### src/rtl/decode_stage.sv
// decode_stage: registered instruction-decode stage between fetch and execute.
//
// Each accepted word is split into R, J or I fields and registered together
// with its raw word and PC. A one-entry skid register catches the word that
// arrives while the output register is stalled. Because of it, in_ready is
// simply ~sk_valid & ~flush.
//
// Ports:
//   clk, reset        clock, synchronous active-high reset
//   flush             drop the held words and refuse input this cycle
//   in_valid/in_ready fetch-side handshake, in_instr/in_pc payload
//   out_valid/out_ready execute-side handshake
//   out_kind          00 R, 01 J, 10 I, 11 illegal
//   out_opcode, out_rd/rs/rt, out_func, out_imm, out_offset  decoded fields
//   out_instr, out_pc raw word and address
//   decode_count      output transfers, modulo 2^16
module decode_stage #(
  parameter int OP_W     = 4,
  parameter int REG_W    = 3,
  parameter int FUNC_W   = 3,
  parameter int DATA_W   = 16,
  parameter int PC_W     = 16,
  parameter int R_OPCODE = 0,
  parameter int J_OPCODE = 1,
  parameter int OP_LIMIT = 12,
  localparam int INSTR_W = OP_W + 3*REG_W + FUNC_W,
  localparam int OFF_W   = INSTR_W - OP_W - FUNC_W,
  localparam int IMM_W   = INSTR_W - OP_W - 2*REG_W
) (
  input  logic               clk,
  input  logic               reset,
  input  logic               flush,
  input  logic               in_valid,
  output logic               in_ready,
  input  logic [INSTR_W-1:0] in_instr,
  input  logic [PC_W-1:0]    in_pc,
  output logic               out_valid,
  input  logic               out_ready,
  output logic [1:0]         out_kind,
  output logic [OP_W-1:0]    out_opcode,
  output logic [REG_W-1:0]   out_rd,
  output logic [REG_W-1:0]   out_rs,
  output logic [REG_W-1:0]   out_rt,
  output logic [FUNC_W-1:0]  out_func,
  output logic [DATA_W-1:0]  out_imm,
  output logic [DATA_W-1:0]  out_offset,
  output logic [INSTR_W-1:0] out_instr,
  output logic [PC_W-1:0]    out_pc,
  output logic [15:0]        decode_count
);

  localparam logic [1:0] K_R   = 2'd0;
  localparam logic [1:0] K_J   = 2'd1;
  localparam logic [1:0] K_I   = 2'd2;
  localparam logic [1:0] K_ILL = 2'd3;

  localparam logic [OP_W-1:0] R_OP   = OP_W'(R_OPCODE);
  localparam logic [OP_W-1:0] J_OP   = OP_W'(J_OPCODE);
  // One extra bit so that OP_LIMIT == 2**OP_W, meaning nothing is illegal,
  // still compares correctly.
  localparam logic [OP_W:0]   OP_LIM = (OP_W+1)'(OP_LIMIT);

  // MSB of the field area just below the opcode.
  localparam int F_HI = INSTR_W - OP_W - 1;

  typedef struct packed {
    logic [1:0]         kind;
    logic [OP_W-1:0]    opcode;
    logic [REG_W-1:0]   rd;
    logic [REG_W-1:0]   rs;
    logic [REG_W-1:0]   rt;
    logic [FUNC_W-1:0]  func;
    logic [DATA_W-1:0]  imm;
    logic [DATA_W-1:0]  offset;
    logic [INSTR_W-1:0] instr;
    logic [PC_W-1:0]    pc;
  } dec_t;

  logic               sk_valid;
  logic [INSTR_W-1:0] sk_instr;
  logic [PC_W-1:0]    sk_pc;
  logic [INSTR_W-1:0] src_instr;
  logic [PC_W-1:0]    src_pc;
  dec_t               dec;
  dec_t               dout;

  logic in_fire, out_fire, or_free;

  assign in_ready = ~sk_valid & ~flush;
  assign in_fire  = in_valid & in_ready;
  assign out_fire = out_valid & out_ready;
  assign or_free  = ~out_valid | out_fire;

  // The skid entry is older than anything on the input, so it decodes first.
  assign src_instr = sk_valid ? sk_instr : in_instr;
  assign src_pc    = sk_valid ? sk_pc    : in_pc;

  always_comb begin
    dec        = '0;
    dec.instr  = src_instr;
    dec.pc     = src_pc;
    dec.opcode = src_instr[INSTR_W-1 -: OP_W];
    if ({1'b0, dec.opcode} >= OP_LIM) begin
      dec.kind = K_ILL;
    end else if (dec.opcode == R_OP) begin
      dec.kind = K_R;
      dec.rd   = src_instr[F_HI -: REG_W];
      dec.rs   = src_instr[F_HI-REG_W -: REG_W];
      dec.rt   = src_instr[F_HI-2*REG_W -: REG_W];
      dec.func = src_instr[FUNC_W-1:0];
    end else if (dec.opcode == J_OP) begin
      dec.kind   = K_J;
      dec.offset = DATA_W'($signed(src_instr[FUNC_W +: OFF_W]));
      dec.func   = src_instr[FUNC_W-1:0];
    end else begin
      dec.kind = K_I;
      dec.rs   = src_instr[F_HI -: REG_W];
      dec.rt   = src_instr[F_HI-REG_W -: REG_W];
      dec.imm  = DATA_W'($signed(src_instr[IMM_W-1:0]));
    end
  end

  always_ff @(posedge clk) begin
    if (reset) begin
      out_valid    <= 1'b0;
      sk_valid     <= 1'b0;
      sk_instr     <= '0;
      sk_pc        <= '0;
      dout         <= '0;
      decode_count <= '0;
    end else begin
      // A transfer in a flush cycle has already been seen by execute.
      if (out_fire) decode_count <= decode_count + 16'd1;
      if (flush) begin
        out_valid <= 1'b0;
        sk_valid  <= 1'b0;
      end else if (or_free) begin
        if (sk_valid) begin
          // in_ready is low here, so no input is lost.
          dout      <= dec;
          out_valid <= 1'b1;
          sk_valid  <= 1'b0;
        end else if (in_fire) begin
          dout      <= dec;
          out_valid <= 1'b1;
        end else begin
          out_valid <= 1'b0;
        end
      end else if (in_fire) begin
        sk_instr <= in_instr;
        sk_pc    <= in_pc;
        sk_valid <= 1'b1;
      end
    end
  end

  assign out_kind   = dout.kind;
  assign out_opcode = dout.opcode;
  assign out_rd     = dout.rd;
  assign out_rs     = dout.rs;
  assign out_rt     = dout.rt;
  assign out_func   = dout.func;
  assign out_imm    = dout.imm;
  assign out_offset = dout.offset;
  assign out_instr  = dout.instr;
  assign out_pc     = dout.pc;

endmodule

### config.mk
export PLATFORM = sky130hd
export DESIGN_NAME = decode_stage
export DESIGN_NICKNAME = d
export VERILOG_FILES = /design/src/rtl/decode_stage.sv
export SDC_FILE = /design/constraint.sdc
export NUM_CORES = 1
export LEC_CHECK = 0
export CORE_MARGIN = 10
export CORE_UTILIZATION = 47
export DETAILED_ROUTE_END_ITERATION = 8
export GPL_TIMING_DRIVEN = 0
export HOLD_SLACK_MARGIN = 0.02
export PLACE_DENSITY_LB_ADDON = 0.15
export SLEW_MARGIN = 20
export SYNTH_ARGS = -nofsm -noshare
export SYNTH_HDL_FRONTEND = slang
export SYNTH_SLANG_ARGS = --single-unit
### constraint.sdc
create_clock -name clk -period 2.3 [get_ports clk]
set_clock_uncertainty 0.15 [all_clocks]
set_input_delay 0.345 -clock clk [delete_from_list [all_inputs] [get_ports clk]]
set_output_delay 0.345 -clock clk [all_outputs]
set_load 0.05 [all_outputs]
==> summary.md, run 1 <==
| Metric | Value |
|---|---|
| Run status | `complete, no violations` |
| H-tree Lvls | `3` |
| Cell with the most instances after synthesis | `sky130_fd_sc_hd__dfxtp_1` |
| Critical path capture point type | `primary output` |
| Final estimated routing congestion in global placement | `0.833` |
| Number of buffers created by CTS | `9` |
| Average wire per standard cell | `about 17 um` |
| Drt drc | `0` |
| Area growth, synth to finish | `35.9%` |
| Die boundary height | `between 100 and 150 um` |
| Post-synthesis cell count | `~550` |
| Crit path arrival time | `1.71 ns` |
| Maximum number of pins on one net before global-route repair | `19` |
| Buffer cell driving the clock tree root | `sky130_fd_sc_hd__clkbuf_8` |
| Number of DRC markers after the initial detailed-route iteration | `255` |
| Ranking of synthesized cells by area | `sky130_fd_sc_hd__dfxtp_1 47%, sky130_fd_sc_hd__nand2_1 7.8%, sky130_fd_sc_hd__a21oi_1 7.5%, sky130_fd_sc_hd__mux2i_1 6.2%, sky130_fd_sc_hd__a211oi_1 4.3%` |
| First-pass detailed-route iteration total | `5` |
| Asr flop ratio synth | `0` |
| Worst Tran Pin Value | `0.698 ns` |
| Standard cell with the maximum stage delay on the critical path | `sky130_fd_sc_hd__clkdlybuf4s50_1` |
| Total count of max-transition violations in the final report | `0` |
| Die outline area | `about 0.014 sq mm` |
| Critical path startpoint category | `flop` |
| Nets | `731` |
| Layout fillers | `855` |
| Fraction of post-synthesis cell area in the top cell type by area | `0.474` |
| Required time worst endpoint | `1.80 ns` |
| Initial antenna violation count | `0` |
| Final HPWL DP | `10800 um` |
| Via Count | `4474` |
| TritonCTS clock tree | `built` |
| Synthesized area | `~0.0047 sq mm` |
| Largest stage delay on the critical path | `0.86 ns` |
| Power Dens Cells | `roughly 590 mW/mm^2` |
| Final Hold Viols | `0` |
| Global-route wire length before repair | `22300 um` |
| Shortest period the worst path allows | `2.20 ns` |
| Metal1 wirelength | `around 5900 um` |
| Sequential share of the synthesized area | `0.474` |
| Total detailed-routing wirelength | `13900 um` |
| Worst R2R Setup Slack | `~0.17 ns` |
| Detailed route wirelength on metal2 | `6830 um` |
| Effective utilization at floorplan | `0.482` |
| Bufs on Longest Clock Path | `2` |
| Number of diodes added for antenna fixing | `0` |
| Distinct cells, synth | `42` |
| Worst Hold Margin | `~0.31 ns` |
| Final Total Pwr | `3.75 mW` |
| Met3 layer wire length in the routed design | `between 900 and 1000 um` |
| Max transition margin | `0.534` |
| Period utilization | `0.958` |
| Crit-path cells | `clkdlybuf4s50_1` |
| Number of rows in the core area | `36` |
| Final core utilization | `0.655` |
| Hold_buf cts | `0` |
| Unrepaired setup endpoints after global routing | `false` |
| Die width | `~120 um` |
| Terminus of the critical flop-to-flop path | `out_rs[2]` |
| Post-CTS Setup Inserts | `0` |
| Clock Pin Slew Worst Setup and Hold Paths | `about 0.10 ns` |
| Number of enable-type register cells in the synthesized netlist | `0` |
| Post-synthesis cell type with the largest combined area | `sky130_fd_sc_hd__dfxtp_1` |
| Num ports | `137` |
| Reg2Reg Depth | `6` |
| Number of nets with antenna violations after detailed routing | `0` |
| Synthesized area per cell | `8.58 sq um` |
| Proportion of layout cells with a drive suffix above 1 | `0.0917` |
| Number of global-route vias before repair | `4491` |
| Count of port buffers added during placement | `135` |
| Min-delay src | `out_offset[2]` |
| Clk_lat worst skew | `between 0.3 and 0.4 ns` |
| Final setup violation count | `0` |
| Critical path class | `flop to primary output` |
| Max-cap check violation count | `0` |
| Top routing layer in use | `met4` |
| Type of the most critical hold path | `flop to flop` |
| Yosys synthesis warning count | `0` |
| Max Fanout on Critical Path | `9` |
| Global Route Usage Sum | `0.187` |
| Leading cell types by count after synthesis | `111 x sky130_fd_sc_hd__dfxtp_1, 98 x sky130_fd_sc_hd__nand2_1, 70 x sky130_fd_sc_hd__a21oi_1, 45 x sky130_fd_sc_hd__nor2_1, 29 x sky130_fd_sc_hd__mux2i_1` |
| Post-route cell area | `0.00637 sq mm` |
| Highest ir drop seen on vdd | `0.356 mV` |
| Hold Path Sink | `out_offset[2]` |
| Global-route congestion overflow total | `0` |
| Reported leakage power | `2.23 nW` |
| Synthesized net count | `between 500 and 600` |
| Area after DPL | `slightly above 0.006 sq mm` |
| Source of the worst register-to-register timing path | `sk_valid` |
| Maximum frequency from static timing analysis | `454 MHz` |
| Dominant synthesized flop cell | `sky130_fd_sc_hd__dfxtp_1` |
| Sinks on the clock net | `111` |
| Via count normalized by instance count | `5.38` |
| Top cell family by delay on the critical path | `buffers and inverters` |
| Worst Path Buf+Inv | `1` |
| Worst hold stages | `2` |
| Core region area | `0.00973 sq mm` |
| Post-synthesis sequential element count | `~110` |
[metal layers]
metal  vias up  track usage
met3        23       0.0492
met1      2119        0.222
met4         0       0.0633
met2       146        0.320
met5         -            0
li1       2186            -
[flip-flops by register name (all words and copies together), names as in the netlist]
name          flops
out_opcode        4
out_rs            3
out_imm           6
out_offset        9
out_rt            3
out_pc           16
out_func          3
sk_pc            16
out_instr        12
sk_valid          1
out_rd            3
decode_count     16
sk_instr         16
out_kind          2
out_valid         1
[cells by family after synthesis]
| logic type | synth area share |
|---|---|
| AND/OR/NAND/NOR | 0.202 |
| adder cells (fa/ha/maj) | 0.00267 |
| AO/OA/AOI/OAI | 0.163 |
| flip-flops | 0.474 |
| XOR/XNOR | 0.0168 |
| buffers and inverters | 0.0704 |
| multiplexers | 0.0715 |
[what timing repair did]
| action | CTS | global route |
|---|---|---|
| setup endpoints to repair | 39 | 80 |
| endpoints found under the hold margin | 0 | 0 |
| gates resized for setup | 20 | 10 |
| pin swaps | 0 | 0 |
[final cells by class]
type	instances	area (sq um)	area share
sequential	111	2220	0.349
multi-input combinational	374	2150	0.337
timing repair buffer	135	1320	0.208
buffer	60	334	0.0524
tap	133	166	0.0261
clock buffer	10	128	0.0200
clock inverter	6	45.0	0.00707
inverter	2	7.51	0.00118
[through the flow]
stage               TNS [ns]  worst slack, ns  instances
floorplan                  0            0.105        547
detailed placement    -25.64           -0.528        815
global placement      -22.49           -0.510        815
finish                     0           0.0974        831
CTS                        0           0.0128        831
global route               0           0.0114        831
[where the power goes]
group / total, mW / internal (mW) / switching, mW / leakage, nW
combinational: 0.673 / 0.237 / 0.437 / 1.25
sequential: 2.01 / 1.98 / 0.0356 / 0.901
clock: 1.07 / 0.399 / 0.669 / 0.0789
total: 3.75 / 2.61 / 1.14 / 2.23
[worst max-delay path by stage]
stage              startpoint             to  slack (ns)  cells after the start
6_report       out_offset[14]  out_offset[8]         0.1                      1
5_1_grt        out_offset[14]  out_offset[8]        0.01                      1
4_1_cts             out_ready      out_pc[4]        0.01                      6
3_5_place_dp        out_ready      out_pc[4]       -0.53                      6
3_3_place_gp        out_ready      out_pc[2]       -0.51                      6
2_1_floorplan        sk_valid    sk_instr[0]        0.10                      7
[layout by cell type, fill, tap and decap left out, drive strengths merged, types with 8 or more instances in the layout]
cell / count
dfxtp: 111
a21oi: 70
nor2: 45
mux2i: 29
o21ai: 8
nand2: 98
dlygate4sd2: 18
nor4: 9
nand3: 15
or3: 10
buf: 32
clkbuf: 39
clkdlybuf4s50: 116
a211oi: 27
Power figures use the tool's default switching activity.
==> run 2, diff against run 1 <==
--- a/config.mk
+++ b/config.mk
@@ -11,6 +11,7 @@
 export GPL_TIMING_DRIVEN = 0
 export HOLD_SLACK_MARGIN = 0.02
 export PLACE_DENSITY_LB_ADDON = 0.15
+export SETUP_SLACK_MARGIN = 0.1
 export SLEW_MARGIN = 20
 export SYNTH_ARGS = -nofsm -noshare
 export SYNTH_HDL_FRONTEND = slang
==> summary.md, run 2 (same netlist as run 1, synthesis figures left out) <==
| Metric | Value |
|---|---|
| Run status | `complete, no violations` |
| Total detailed-routing wirelength | `13900 um (+0.13%)` |
| Period utilization | `0.935 (-0.0222)` |
| Critical path class | `flop to primary output` |
| Worst Tran Pin Value | `0.703 ns (+0.00454 ns)` |
| Die width | `120 um (unchanged)` |
| Maximum number of pins on one net before global-route repair | `19 (unchanged)` |
| Buffer cell driving the clock tree root | `sky130_fd_sc_hd__clkbuf_8` |
| Placed Cells | `815 (unchanged)` |
| Non-filler instance count after layout | `831 (unchanged)` |
| Post-CTS Setup Inserts | `0 (unchanged)` |
| Global Route Usage Sum | `0.187 (about the same)` |
| TritonCTS clock tree | `built` |
| Final-layout setup total negative slack | `0 ns (unchanged)` |
| Max-cap check violation count | `0 (unchanged)` |
| Crit path arrival time | `1.66 ns (-0.05 ns)` |
| H-tree Lvls | `3 (unchanged)` |
| Effective utilization at floorplan | `0.482 (unchanged)` |
| First-pass detailed-route iteration total | `5 (unchanged)` |
| Final Total Pwr | `3.75 mW (about the same)` |
| Drt drc | `0 (unchanged)` |
| Final core utilization | `0.659 (+0.00411)` |
| Clock Pin Slew Worst Setup and Hold Paths | `0.10 ns (about the same)` |
| Required time worst endpoint | `1.80 ns (about the same)` |
| Leading cell type in the layout, fill and taps excluded | `sky130_fd_sc_hd__dfxtp_1` |
| Nets | `731 (unchanged)` |
| Commonest non-fill, non-tap cells in the layout | `111 x sky130_fd_sc_hd__dfxtp_1, 109 x sky130_fd_sc_hd__clkdlybuf4s50_1, 98 x sky130_fd_sc_hd__nand2_1` |
| Sinks on the clock net | `111 (unchanged)` |
| Power Dens Cells | `585 mW/mm^2 (-0.67%)` |
| Total count of max-transition violations in the final report | `0 (unchanged)` |
| Num ports | `137 (unchanged)` |
| Count of port buffers added during placement | `135 (unchanged)` |
| Worst setup slack after placement | `-0.528 ns (unchanged)` |
| Die outline area | `0.0144 sq mm (unchanged)` |
| Proportion of layout cells with a drive suffix above 1 | `0.102 (+0.0100)` |
| Die boundary height | `120 um (unchanged)` |
| Number of rows in the core area | `36 (unchanged)` |
| Number of buffers created by CTS | `9 (unchanged)` |
| Highest ir drop seen on vdd | `0.357 mV (+0.11%)` |
| Average wire per standard cell | `16.7 um (+0.13%)` |
| Number of nets with antenna violations after detailed routing | `0 (unchanged)` |
| Number of diodes added for antenna fixing | `0 (unchanged)` |
| Global-route congestion overflow total | `0 (unchanged)` |
| Via count normalized by instance count | `5.38 (-0.16%)` |
| Number of global-route vias before repair | `4491 (unchanged)` |
| Via Count | `4467 (-0.16%)` |
| Max transition margin | `0.531 (-0.00303)` |
| Critical path startpoint category | `flop` |
| Maximum frequency from static timing analysis | `465 MHz (+2.4%)` |
| Worst path setup slack after routing | `0.148 ns (+0.0510 ns)` |
| Final Hold Viols | `0 (unchanged)` |
| Unrepaired setup endpoints after global routing | `true` |
| Final estimated routing congestion in global placement | `0.833 (unchanged)` |
| Final HPWL DP | `10800 um (unchanged)` |
| Shortest period the worst path allows | `2.15 ns (-0.0510 ns)` |
| Max Fanout on Critical Path | `3 (-6)` |
| Type of the most critical hold path | `flop to flop` |
| Number of DRC markers after the initial detailed-route iteration | `265 (+3.9%)` |
| Final setup violation count | `0 (unchanged)` |
| Global-route wire length before repair | `22300 um (unchanged)` |
| Bufs on Longest Clock Path | `2 (unchanged)` |
| Core region area | `0.00973 sq mm (unchanged)` |
| Reported leakage power | `2.33 nW (+4.6%)` |
| Hold_buf cts | `0 (unchanged)` |
| Initial antenna violation count | `0 (unchanged)` |
| Area growth, synth to finish | `36.8%` |
| Post-route cell area | `0.00641 sq mm (+0.63%)` |
| Clk_lat worst skew | `0.37 ns (about the same)` |
| Critical path capture point type | `primary output` |
| Worst Hold Margin | `0.309 ns (-0.000841 ns)` |
| Area after DPL | `0.00621 sq mm (unchanged)` |
run 2: cell count changes in the layout (fill, tap and decap cells not counted):
cell	previous run	this run
sky130_fd_sc_hd__clkdlybuf4s15_1	0	9
sky130_fd_sc_hd__buf_2	9	11
sky130_fd_sc_hd__nor3_1	7	6
sky130_fd_sc_hd__nor3_2	0	1
sky130_fd_sc_hd__mux2i_2	0	1
sky130_fd_sc_hd__dlymetal6s2s_1	0	6
sky130_fd_sc_hd__clkbuf_1	23	18
sky130_fd_sc_hd__clkdlybuf4s50_1	116	109
sky130_fd_sc_hd__mux2i_1	29	28
sky130_fd_sc_hd__dlygate4sd2_1	18	10
sky130_fd_sc_hd__clkbuf_2	4	7
run 2: layout make-up:
cell class | instances | area [sq um]
Clock buffer | 10 | 128
Multi-Input combinational cell | 374 | 2160
Fill cell | 839 | 3310
Timing Repair Buffer | 135 | 1350
Clock inverter | 6 | 45.0
Inverter | 2 | 7.51
Buffer | 60 | 340
Tap cell | 133 | 166
Sequential cell | 111 | 2220
run 2: worst paths after layout:
path                      start       endpoint  slack (ns)  cells after the start
setup / recovery  out_opcode[0]  out_opcode[0]        0.15                      2
setup reg to reg       sk_valid      out_rt[2]        0.22                      5
hold reg to reg   out_offset[2]  out_offset[2]        0.31                      2
hold / removal    out_offset[2]  out_offset[2]        0.31                      2
run 2: report_power, final:
part	switching [mW]	leakage [nW]	total, mW	internal, mW
Clock	0.664	0.0789	1.06	0.399
Combinational	0.437	1.35	0.676	0.239
Sequential	0.0357	0.901	2.01	1.98
run 2: what timing repair did:
action                     in CTS  in global routing
gates resized for setup        24                 33
hold endpoints to repair        0                  0
pin swaps                       0                  0
setup endpoints to repair      57                101
run 2: per-layer routing:
layer,vias up,GRT usage,share of wire
li1,2188,-,-
met1,2119,0.222,0.42
met2,137,0.322,0.49
met3,23,0.0492,0.066
met4,0,0.0626,0.021
met5,-,0,0
run 2: worst max-delay path, stage by stage (launching register included):
cell and delay (ns):
sky130_fd_sc_hd__dfxtp_1 0.38, sky130_fd_sc_hd__buf_4 0.12, sky130_fd_sc_hd__clkdlybuf4s50_1 0.79
